--- config.mk ---
export PLATFORM = sky130hd
export DESIGN_NAME = kernel_top_join2_align
export DESIGN_NICKNAME = d
export VERILOG_FILES = /design/src/rtl/kernel_top_join2_align.sv
export SDC_FILE = /design/constraint.sdc
export NUM_CORES = 1
export LEC_CHECK = 0
export ABC_AREA = 1
export BUFFER_PORTS_ARGS = -buffer_cell sky130_fd_sc_hd__buf_2
export CAP_MARGIN = 20
export CORE_MARGIN = 2
export CORE_UTILIZATION = 57
export CTS_CLUSTER_SIZE = 16
export DETAILED_ROUTE_END_ITERATION = 12
export MAX_ROUTING_LAYER = met4
export PLACE_DENSITY = 0.78
export SLEW_MARGIN = 25
export SYNTH_ARGS = -nofsm -noshare
export SYNTH_HDL_FRONTEND = slang
export SYNTH_SLANG_ARGS = --single-unit
--- constraint.sdc ---
create_clock -name clk -period 8.7 [get_ports clk]
set_clock_uncertainty 0.2 [all_clocks]
set_input_delay 0 -clock clk [delete_from_list [all_inputs] [get_ports clk]]
set_output_delay 0 -clock clk [all_outputs]
set_load 0.01 [all_outputs]
--- src/rtl/kernel_top_join2_align.sv ---
// Two-stream join: each stream lands in its own FWFT FIFO and a pair is emitted when both heads are valid.
// Optional KERNEL_JOIN_SKEW_MON_EN adds max_skew, the peak |count1-count2| since reset.

module kernel_top_join2_align_fifo #(
    parameter int W     = 32,
    parameter int DEPTH = 4,
    parameter int CNTW  = 3
) (
    input  logic            clk,
    input  logic            rst,
    input  logic            push,
    input  logic [W-1:0]    din,
    input  logic            pop,
    output logic [W-1:0]    dout,
    output logic [CNTW-1:0] count
);
    localparam int AW = $clog2(DEPTH);

    logic [DEPTH-1:0][W-1:0] mem;
    logic [AW-1:0]           wr_ptr;
    logic [AW-1:0]           rd_ptr;

    // Storage carries no reset; the pointers and count define what is valid.
    always_ff @(posedge clk) begin
        if (push) mem[wr_ptr] <= din;
    end

    always_ff @(posedge clk or negedge rst) begin
        if (!rst) begin
            wr_ptr <= '0;
            rd_ptr <= '0;
            count  <= '0;
        end else begin
            if (push) wr_ptr <= wr_ptr + 1'b1;
            if (pop)  rd_ptr <= rd_ptr + 1'b1;
            case ({push, pop})
                2'b10:   count <= count + 1'b1;
                2'b01:   count <= count - 1'b1;
                default: count <= count;
            endcase
        end
    end

    assign dout = mem[rd_ptr];
endmodule

module kernel_top_join2_align #(
    parameter int STREAMW = 32,
    parameter int DEPTH   = 4,
    parameter int CNTW    = 3
) (
    input  logic               clk,
    input  logic               rst,
    input  logic               ivalid_in1,
    output logic               iready_in1,
    input  logic [STREAMW-1:0] in1,
    input  logic               ivalid_in2,
    output logic               iready_in2,
    input  logic [STREAMW-1:0] in2,
    output logic               ovalid,
    input  logic               oready,
    output logic [STREAMW-1:0] out1,
    output logic [STREAMW-1:0] out2,
    output logic [CNTW-1:0]    count1,
    output logic [CNTW-1:0]    count2
`ifdef KERNEL_JOIN_SKEW_MON_EN
    ,
    output logic [CNTW-1:0]    max_skew
`endif
);
    localparam logic [CNTW-1:0] FULL = CNTW'(DEPTH);

    logic [1:0]                 vld;
    logic [1:0]                 rdy;
    logic [1:0]                 push;
    logic [1:0][STREAMW-1:0]    din;
    logic [1:0][STREAMW-1:0]    head;
    logic [1:0][CNTW-1:0]       cnt;
    logic                       rdy_en;
    logic                       pop;

    // Holds iready low until the first edge after reset release.
    always_ff @(posedge clk or negedge rst) begin
        if (!rst) rdy_en <= 1'b0;
        else      rdy_en <= 1'b1;
    end

    assign vld = {ivalid_in2, ivalid_in1};
    assign din = {in2, in1};
    assign pop = ovalid & oready;

    for (genvar g = 0; g < 2; g++) begin : g_lane
        // Full blocks the push even when a pop lands the same cycle, keeping oready off this path.
        assign rdy[g]  = rdy_en & (cnt[g] != FULL);
        assign push[g] = vld[g] & rdy[g];

        kernel_top_join2_align_fifo #(
            .W     (STREAMW),
            .DEPTH (DEPTH),
            .CNTW  (CNTW)
        ) u_fifo (
            .clk   (clk),
            .rst   (rst),
            .push  (push[g]),
            .din   (din[g]),
            .pop   (pop),
            .dout  (head[g]),
            .count (cnt[g])
        );
    end

    assign iready_in1 = rdy[0];
    assign iready_in2 = rdy[1];
    assign count1     = cnt[0];
    assign count2     = cnt[1];
    assign ovalid     = (cnt[0] != '0) & (cnt[1] != '0);
    assign out1       = ovalid ? head[0] : '0;
    assign out2       = ovalid ? head[1] : '0;

`ifdef KERNEL_JOIN_SKEW_MON_EN
    logic [CNTW-1:0] skew;
    logic [CNTW-1:0] skew_sat;

    assign skew     = (cnt[0] >= cnt[1]) ? cnt[0] - cnt[1] : cnt[1] - cnt[0];
    assign skew_sat = (skew > FULL) ? FULL : skew;

    always_ff @(posedge clk or negedge rst) begin
        if (!rst)                  max_skew <= '0;
        else if (skew_sat > max_skew) max_skew <= skew_sat;
    end
`endif
endmodule
==> summary.md <==
| Metric | Value |
|---|---|
| Arr. time, crit path | `2.39 ns` |
| Synth Area per Inst | `11.0 um2` |
| ANT nets after route | `0` |
| Maximum VDD drop | `0.264 mV` |
| DP Wirelength | `13.6 mm` |
| H-tree levels | `1` |
| Least-Margin Pin Slew | `between 1 and 1.5 ns` |
| Max-Cap Viols | `0` |
| Primary FF master, synth | `edfxtp_1` |
| Most instantiated cells after synthesis | `nand2_1, edfxtp_1, inv_1` |
| Most common cell in the netlist | `nand2_1` |
| Synth top area cells | `edfxtp_1, nand2_1, inv_1, a21oi_2, dfrtp_1` |
| Worst-skew pair later-pin latency | `between 0.5 and 0.6 ns` |
| Critical Path RT | `8.50 ns` |
| Fill cells | `1318` |
| First-pass GRT wire length | `a little under 40 mm` |
| GPL Wtd Cong | `just over 0.8` |
| Setup bufs post-CTS | `0` |
| Normalized max-slew margin | `0.318` |
| Cell area after layout | `around 14000 um2` |
| Cells after Synth | `roughly 1100` |
| Row Count | `between 50 and 60` |
| Placed Area | `12600 um2` |
| Final nets | `1349` |
| Crit. End Element | `output pin` |
| Post-synth EDFFs | `256` |
| Mapped Nets | `1148` |
| YS warnings | `0` |
| Number of buffers added on ports | `141` |
| Sequential Power Share | `0.352` |
| First drt pass iteration count | `4` |
| Setup TNS | `0 ns` |
| Core ar. | `20200 um2` |
| RSZ-0062 raised after global routing | `no` |
| CP cell instances | `buf_4 -> inv_2 -> nand3_1 -> a21oi_1 -> buf_2` |
| Total I/O pin count | `142` |
| Die area | `about 22000 um2` |
| Initial antenna violation count | `1` |
| Max Transition Viols Final | `0` |
| Hold Vio Cnt, Final | `0` |
| Switching part of the total | `0.378` |
| Vias in the first global route | `7937` |
| Vias per Instance | `5.14` |
| R2r endpoint | `g_lane[0].u_fifo.mem[86]$_DFFE_PP_` |
| GRT Resource Usage Total | `0.235` |
| Clock buffer depth | `3` |
| Fmax | `387 MHz` |
| Initial Utilization | `0.579` |
| Area of the multi-input gates | `2820 um2` |
| Max FO, Critical Path | `35` |
| Pint | `2.93 mW` |
| Hold_sp | `in2[25]` |
| Die Y | `~150 um` |
| CTS tree | `yes` |
| Startpoint Class | `flop` |
| Synth cell types | `25` |
| Seq cells post-synth | `271` |
| Hold Crit Class | `input pin to flop` |
| Psw | `1.78 mW` |
| DR WL/cell | `around 16 um` |
| Run status | `completed` |
| Power per cell area | `329 nW/um2` |
| Final hold slack | `between 0.02 and 0.025 ns` |
| Worst hold path depth | `2` |
| Post-Route WL | `25.4 mm` |
| Critical path's slowest cell | `inv_2` |
| Crit path time final | `2.59 ns` |
| Leading area contributor after synthesis | `edfxtp_1` |
| CTS Hold Bufs | `69` |
| Layout cells sized above 1 | `0.205` |
| Clk root buf | `clkbuf_16` |
| Cts bufs inserted | `28` |
| Clock-pin slew on the worst setup and hold paths | `0.06 ns` |
| Leakage power | `6.18 nW` |
| Crit Path Category | `flop to output pin` |
| Setup violations, final | `0` |
| FF/Latch Area | `8070 um2` |
| Drt first-iter violations | `600` |
| Family with the most delay on the worst path | `buffers and inverters` |
| Total grt overflow | `0` |
| Mapped Area | `11700 um2` |
| Max stage delay on crit path | `approximately 0.55 ns` |
| Power share of the combinational group | `0.391` |
| Yosys top cell area share | `0.656` |
| R2R Setup Slk | `6.15 ns` |
| Largest net degree at the start of global routing | `67` |
| Hold endpoint | `g_lane[1].u_fifo.mem[57]$_DFFE_PP_` |
| Layout area overhead | `22.2%` |
| Residual DRC count | `0` |
| Sequential area share after synthesis | `0.688` |
| Reg2reg start | `g_lane[0].u_fifo.count[0]$_DFFE_PN0P_` |
| CP Buf/Inv Count | `3` |
| Clock Sinks | `around 270` |
| Via count | `8019` |
| Worst reg2reg path depth | `4` |
| Post_cts resized | `0` |
| Fraction of registers with async set/reset | `0.0554` |
| Period Utilization, post-route | `0.297` |
| Die Wd | `around 150 um` |
| Clock share of power | `0.258` |
-- placed cells by master (no fill, tap or decap), types with 3 or more instances in the layout --
cell type,n
a21oi_1,16
dlygate4sd3_1,69
a21oi_2,49
inv_2,8
dfrtp_1,13
clkbuf_1,7
clkinv_1,5
bufinv_16,4
nand4_1,8
inv_1,150
ha_1,10
nand3_1,71
nor2_4,9
buf_4,5
edfxtp_1,256
buf_16,3
buf_2,141
clkinv_2,4
nand2_1,411
clkbuf_16,29
-- per-stage QoR --
step                instances   util  total power, mW  setup slack (ns)
floorplan                1067      -             2.92              5.85
global placement         1434  0.621             3.40              6.21
detailed placement       1434  0.621             3.45              6.09
CTS                      1555  0.702             4.68              6.06
global route             1561  0.708             4.95              5.96
finish                   1561  0.708             4.71              6.11
-- area by class of cell --
cell class	count	area share
repair buffers	220	0.109
flip-flops and latches	271	0.563
multi-input cells	587	0.197
diodes	1	0.000175
clock buffers	36	0.0525
clock inverters	16	0.0131
inverters	160	0.0421
well taps	270	0.0236
-- cells by family (layout without fill, tap and decap cells) --
group,Yosys count,after routing,share of synthesized area
other,1,2,0.000320
DFF,271,271,0.688
buffers and inverters,209,432,0.0778
xor gates and xnor gates,4,4,0.00299
adders and majority gates,12,12,0.0141
and+or+nand+nor,502,502,0.172
AOI/OAI and AO/OA,68,68,0.0448
-- layer usage --
metal	track usage	part of all wire	up-vias
li1	-	-	3852
met1	0.283	0.39	3834
met2	0.416	0.52	284
met3	0.0302	0.057	49
met4	0.0779	0.025	0
met5	-	0	-
-- worst max-delay path by stage --
| stage | slack, ns | depth (start not counted) | endpoint | startpoint |
|---|---|---|---|---|
| after floorplan | 5.85 | 4 | g_lane[0].u_fifo.mem[0]$_DFFE_PP_ | g_lane[0].u_fifo.count[0]$_DFFE_PN0P_ |
| after global placement | 6.21 | 4 | g_lane[0].u_fifo.mem[51]$_DFFE_PP_ | g_lane[0].u_fifo.count[0]$_DFFE_PN0P_ |
| final | 6.11 | 5 | out1[0] | g_lane[0].u_fifo.rd_ptr[1]$_DFFE_PN0P_ |
| after CTS | 6.06 | 4 | g_lane[0].u_fifo.mem[22]$_DFFE_PP_ | g_lane[0].u_fifo.count[0]$_DFFE_PN0P_ |
| after global routing | 5.96 | 4 | g_lane[0].u_fifo.mem[113]$_DFFE_PP_ | g_lane[0].u_fifo.count[0]$_DFFE_PN0P_ |
| after detailed placement | 6.09 | 4 | g_lane[0].u_fifo.mem[19]$_DFFE_PP_ | g_lane[0].u_fifo.count[0]$_DFFE_PN0P_ |
-- power groups by stage --
stage / sequential (mW) / clock, mW / combinational, mW
finish: 1.66 / 1.21 / 1.84
global route: 1.67 / 1.27 / 2.01
CTS: 1.66 / 1.22 / 1.81
detailed placement: 1.68 / 0 / 1.77
global placement: 1.67 / 0 / 1.73
floorplan: 1.68 / 0 / 1.24
-- flip-flops by register name, summed over array words and instances (netlist names) --
| register | flops |
|---|---|
| g_lane.u_fifo.mem | 256 |
| rdy_en | 1 |
| g_lane.u_fifo.count | 6 |
| g_lane.u_fifo.rd_ptr | 4 |
| g_lane.u_fifo.wr_ptr | 4 |
-- worst register-to-register path, cell delays in order (launching register included) --
cell and delay (ns):
dfrtp_1 0.44, inv_2 0.08, nand3_1 0.14, nand3_1 0.41
nor2_4 0.90
(Power assumes the default switching activity.)
